$ cat config.mk
export PLATFORM = sky130hd
export DESIGN_NAME = tia_hmove_sequencer
export DESIGN_NICKNAME = d
export VERILOG_FILES = /design/src/rtl/tia_hmove_pkg.sv /design/src/rtl/tia_hmove_compare.sv /design/src/rtl/tia_hmove_sequencer.sv
export SDC_FILE = /design/constraint.sdc
export NUM_CORES = 1
export LEC_CHECK = 0
export ABC_AREA = 0
export CAP_MARGIN = 20
export CORE_MARGIN = 2
export CORE_UTILIZATION = 24
export DETAILED_ROUTE_END_ITERATION = 12
export PLACE_DENSITY = 0.39
export SYNTH_ARGS = -nofsm -noshare
export SYNTH_HDL_FRONTEND = slang
export SYNTH_SLANG_ARGS = --single-unit
$ cat constraint.sdc
create_clock -name clk -period 2.9 [get_ports clk]
set_clock_uncertainty 0.1 [all_clocks]
set_input_delay 0.29 -clock clk [delete_from_list [all_inputs] [get_ports clk]]
set_output_delay 0.29 -clock clk [all_outputs]
set_load 0.01 [all_outputs]
$ cat src/rtl/tia_hmove_pkg.sv
// Shared constants and state type for the TIA HMOVE sequencer.
package tia_hmove_pkg;

    // Motion-object indices
    localparam int OBJ_P0 = 0;
    localparam int OBJ_P1 = 1;
    localparam int OBJ_M0 = 2;
    localparam int OBJ_M1 = 3;
    localparam int OBJ_BL = 4;
    localparam int N_OBJ  = 5;

    // Motion register width and number of paced steps in one sequence
    localparam int HM_W       = 4;
    localparam int STEP_LIMIT = 15;

    typedef enum logic [1:0] {
        ST_IDLE  = 2'd0,
        ST_ARMED = 2'd1,
        ST_RUN   = 2'd2
    } hm_state_e;

endpackage

$ cat src/rtl/tia_hmove_compare.sv
// Per-object motion register and live "step < pulse count" comparator.
// Pulse count is the signed motion value with its sign bit flipped
// (reg XOR 8 for a 4-bit register), giving 0..15 pulses.
module tia_hmove_compare #(
    parameter int HM_W = tia_hmove_pkg::HM_W
) (
    input  logic            clk,
    input  logic            reset_bar,
    input  logic            wr,
    input  logic            clr,
    input  logic [HM_W-1:0] data,
    input  logic [HM_W-1:0] step,
    output logic            hit
);

    logic [HM_W-1:0] motion;
    logic [HM_W-1:0] pulses;

    // Motion register: clear takes priority over a same-cycle write
    always_ff @(posedge clk or negedge reset_bar) begin
        if (!reset_bar)
            motion <= '0;
        else if (clr)
            motion <= '0;
        else if (wr)
            motion <= data;
    end

    assign pulses = {~motion[HM_W-1], motion[HM_W-2:0]};
    assign hit    = (step < pulses);

endmodule

$ cat src/rtl/tia_hmove_sequencer.sv
// HMOVE extra-clock sequencer for the five TIA motion objects.
// Optional: define TIA_HMOVE_LATE_HBLANK_EN to add the hblank input and
// the late_hblank output (8-clk HBLANK extension after an HMOVE line).
module tia_hmove_sequencer #(
    parameter int NUM_OBJ = tia_hmove_pkg::N_OBJ,
    parameter int HM_W    = tia_hmove_pkg::HM_W
) (
    input  logic               clk,
    input  logic               reset_bar,
    input  logic               hm_tick,
    input  logic               hmove,
    input  logic               hmclr,
    input  logic [NUM_OBJ-1:0] hm_wr,
    input  logic [HM_W-1:0]    hm_data,
    output logic [NUM_OBJ-1:0] extra_clk,
    output logic               busy
`ifdef TIA_HMOVE_LATE_HBLANK_EN
    ,
    input  logic               hblank,
    output logic               late_hblank
`endif
);

    import tia_hmove_pkg::*;

    localparam logic [HM_W-1:0] LAST_STEP = HM_W'(STEP_LIMIT - 1);

    hm_state_e          state;
    logic [HM_W-1:0]    step;
    logic [NUM_OBJ-1:0] hit;

    // One register + comparator per object; compare is live against the
    // current register contents, so mid-run writes shape later steps.
    genvar gi;
    generate
        for (gi = 0; gi < NUM_OBJ; gi++) begin : g_obj
            tia_hmove_compare #(.HM_W(HM_W)) u_cmp (
                .clk       (clk),
                .reset_bar (reset_bar),
                .wr        (hm_wr[gi]),
                .clr       (hmclr),
                .data      (hm_data),
                .step      (step),
                .hit       (hit[gi])
            );
        end
    endgenerate

    // Sequencer FSM: hmove (re)arms with step 0; each hm_tick in ARMED/RUN
    // issues one step of pulses, ending after the last step.
    always_ff @(posedge clk or negedge reset_bar) begin
        if (!reset_bar) begin
            state     <= ST_IDLE;
            step      <= '0;
            busy      <= 1'b0;
            extra_clk <= '0;
        end else begin
            extra_clk <= '0;
            case (state)
                ST_IDLE: begin
                    if (hmove) begin
                        state <= ST_ARMED;
                        step  <= '0;
                        busy  <= 1'b1;
                    end
                end
                ST_ARMED, ST_RUN: begin
                    if (hmove) begin
                        state <= ST_ARMED;
                        step  <= '0;
                    end else if (hm_tick) begin
                        extra_clk <= hit;
                        if (step == LAST_STEP) begin
                            state <= ST_IDLE;
                            step  <= '0;
                            busy  <= 1'b0;
                        end else begin
                            state <= ST_RUN;
                            step  <= step + 1'b1;
                        end
                    end
                end
                default: begin
                    state <= ST_IDLE;
                    step  <= '0;
                    busy  <= 1'b0;
                end
            endcase
        end
    end

`ifdef TIA_HMOVE_LATE_HBLANK_EN
    localparam logic [3:0] EXT_CLKS = 4'd8;

    logic       hblank_d;
    logic       line_hmove;
    logic       line_hmove_nxt;
    logic [3:0] ext_cnt;

    // A new line (hblank rising) forgets any earlier HMOVE
    assign line_hmove_nxt = (hblank && hmove) ||
                            (line_hmove && !(hblank && !hblank_d));

    // Extension counter is held at 8 while hblank is high on an HMOVE line
    // and counts down once hblank falls.
    always_ff @(posedge clk or negedge reset_bar) begin
        if (!reset_bar) begin
            hblank_d   <= 1'b0;
            line_hmove <= 1'b0;
            ext_cnt    <= '0;
        end else begin
            hblank_d   <= hblank;
            line_hmove <= line_hmove_nxt;
            if (hblank)
                ext_cnt <= line_hmove_nxt ? EXT_CLKS : 4'd0;
            else if (ext_cnt != 4'd0)
                ext_cnt <= ext_cnt - 4'd1;
        end
    end

    assign late_hblank = hblank || (ext_cnt != 4'd0);
`endif

endmodule
==> reports/results.md <==
| Parameter | Reported |
|---|---|
| Status | complete, no violations |
| Post-cts sizing count | 0 |
| Detailed-route DRC error count | 0 |
| Commonest cells after routing, fill and taps aside | dfrtp_1 (32), nor2_1 (27), mux2i_1 (20) |
| Initial antenna violation count | 0 |
| Site Rows | 30 |
| H-tree level count | 2 |
| Max Clock Freq | 558.6 MHz |
| Mean routed wirelength per cell | 12.58 um |
| Combinational share of power | 0.295 |
| Chip height | 88.30 um |
| CTS Root Cell | clkbuf_8 |
| Critical Path Source Type | register |
| Internal power summed over all cells | 0.8733 mW |
| Placed wire-length estimate after detailed placement | 2667 um |
| Number of nets produced by synthesis | 203 |
| Clock tree from TritonCTS | built |
| Critical Path AT | 1880 ps |
| Pwr Density | 616.3 nW/um^2 |
| Type of destination of the critical path | register |
| Post-CTS Hold Fix Bufs | 0 |
| DRT Wirelength | 3597 um |
| Commonest non-fill, non-tap cell in the layout | dfrtp_1 |
| Final setup vio count | 0 |
| Headroom to the max-slew limit | 0.5000 |
| Maximum count of clock buffers along a single path | 2 |
| Placer Congestion | 0.7973 |
| Clock group share of total power | 0.272 |
| NetSw | 0.4106 mW |
| Crit-path max FO | 9 |
| Min-delay worst type | input pin to async pin |
| Cell taking the most area after synthesis | dfrtp_1 |
| Count of mapped cells out of synthesis | 170 |
| Core region area | 6832 um^2 |
| Fin crit share | 0.6173 |
| Worst stage delay on the critical path | 500 ps |
| Starting density of the core | 0.2496 |
| Number of max-cap violations | 0 |
| Filler instances | 735 |
| Synth area leaders | dfrtp_1 (47%), ha_1 (14%), mux2i_1 (12%) |
| Largest net degree at the start of global routing | 33 |
| Number of routed nets with antenna violations | 0 |
| Total vias in the final route | 1191 |
| Fraction of final layout cells with drive strength greater than 1 | 0.04737 |
| Nets@finish | 222 |
| Max Slew Vio Count | 0 |
| Horizontal extent of the die | 88.30 um |
| Cts bufs inserted | 5 |
| Time the worst path needs with I/O delays and setup | 1790 ps |
| Setup repair after global routing missed its margin | false |
| Worst Max-Slew Pin Slew | 747.7 ps |
| Setup TNS | 0 ps |
| Setup CP Type | register to register |
| Series of cell instances along the critical path | inv_1, ha_1, a311o_1, or3_1, o31ai_1 |
| Total global routing track utilization | 0.1035 |
| Vias in the first global route | 1271 |
| IO Count | 20 |
| Share of total power consumed by net switching | 0.3198 |
| Relative area change from synthesis to final layout | 22.16% |
| Final hold violation count | 0 |
| Synthesized area per cell | 10.03 um^2 |
| Register bit total from synthesis | 32 |
| Slowest-stage cell, CP | dfrtp_1 |
| Worst vdd rail ir drop | 176.5 uV |
| Number of cells in the finished layout apart from fillers | 286 |
| Count of distinct cell types in the synthesized netlist | 25 |
| Setup Fix Bufs, Post-CTS | 0 |
| Starting DRT DRC Count | 22 |
| Total power after layout | 1.284 mW |
| Mapped cell area | 1705 um^2 |
| Detailed-route vias per instance | 4.164 |
| Total clock sinks | 32 |
| Required time of the worst setup path | 2990 ps |
| Clock-pin slew on the worst setup and hold paths | 70 ps |
| FF-to-FF setup slack | 1110 ps |
| Power share of the sequential group | 0.434 |
| Die Footprint | 7796 um^2 |
| I/O Buffers | 19 |
| Synthesis warning total | 0 |
| Global-route wire length before repair | 6141 um |
| Placed cells | 278 |
| Yosys top cell area share | 0.4696 |
| Antenna Cells | 0 |
| Leak Pwr | 0.9901 nW |
| Proportion of synthesized chip area in sequential cells | 0.4696 |
| Total global routing overflow | 0 |
| Clk_lat worst skew | 280 ps |
| Number of detailed-routing iterations run before antenna repair | 4 |
-- worst max-delay path, delay by kind of cell, from the launching register on --
kind	cells	cell delay (ps)
AOI/OAI and AO/OA	2	480
and+or+nand+nor	1	320
buffers and inverters	1	90
adders and majority gates	1	220
DFF	1	500
-- synthesized netlist by cell type (all sizes together) --
cell / instances
o21bai: 1
ha: 19
a21oi: 8
nand2: 2
and3: 1
a21o: 1
nand2b: 2
o22ai: 2
o2bb2ai: 2
nand3b: 1
inv: 20
nand4: 1
nor2: 27
dfrtp: 32
mux2i: 20
nor2b: 1
clkbuf: 8
a311o: 1
o221a: 1
o21ai: 11
o31ai: 2
or3: 2
nor3: 5
-- area by class of cell --
type / count / area (um^2) / area share
Clock buffer: 8 / 90.09 / 0.04324
Timing Repair Buffer: 20 / 197.7 / 0.09489
Tap cell: 96 / 120.1 / 0.05766
Multi-Input combinational cell: 110 / 799.5 / 0.3838
Sequential cell: 32 / 800.8 / 0.3844
Inverter: 20 / 75.07 / 0.03604
-- power by group through the flow --
stage                     registers, mW  clock network [mW]  logic (mW)
after floorplan                   0.560                   0       0.243
after global placement            0.565                   0       0.374
after detailed placement          0.567                   0       0.382
after CTS                         0.558               0.365       0.384
after global routing              0.565               0.380       0.434
final                             0.557               0.349       0.378
-- sequential cells by signal, summed over array words and instances (netlist names) --
| name | flops |
|---|---|
| g_obj.u_cmp.motion | 20 |
| extra_clk | 5 |
| step | 4 |
| state | 2 |
| busy | 1 |
-- worst paths after layout --
kind / from / end / cells past startpoint
max: step[0]$_DFFE_PN0P_ / state[1]$_DFFE_PN0P_ / 5
min: reset_bar / state[0]$_DFFE_PN0P_ / 2
max reg2reg: step[0]$_DFFE_PN0P_ / state[1]$_DFFE_PN0P_ / 5
min reg2reg: busy$_DFFE_PN0P_ / busy$_DFFE_PN0P_ / 2
max in group asynchronous: reset_bar / g_obj[4].u_cmp.motion[2]$_DFFE_PN0P_ / 2
min in group clk: busy$_DFFE_PN0P_ / busy$_DFFE_PN0P_ / 2
-- kinds of logic (layout without fill, tap and decap cells) --
logic type               Yosys count  count (layout)  share of synthesized area
multiplexers                      20              20                     0.1174
flip-flops                        32              32                     0.4696
adder cells (fa/ha/maj)           19              19                     0.1394
AO/OA/AOI/OAI                     29              29                     0.1034
buffers and inverters             28              48                    0.06163
AND/OR/NAND/NOR                   42              42                     0.1086
-- layer usage --
metal	vias up	wire length [um]	track usage
met2	15	1660	0.1613
met3	2	134	0.03265
met1	557	1783	0.1410
met4	0	19	0.02479
li1	617	-	-
met5	-	0	0
-- through the flow --
stage                     area, um^2  hold WS, ps  setup WS [ps]    util
final                           2083        306.8           1110  0.3049
after global routing            2083        338.6          970.0  0.3049
after CTS                       2083        324.2           1109  0.3049
after detailed placement        1993        404.8           1017  0.2918
after global placement          1993        402.4           1026  0.2918
after floorplan                 1705       -105.6           1256       -
Power figures use the tool's default switching activity.
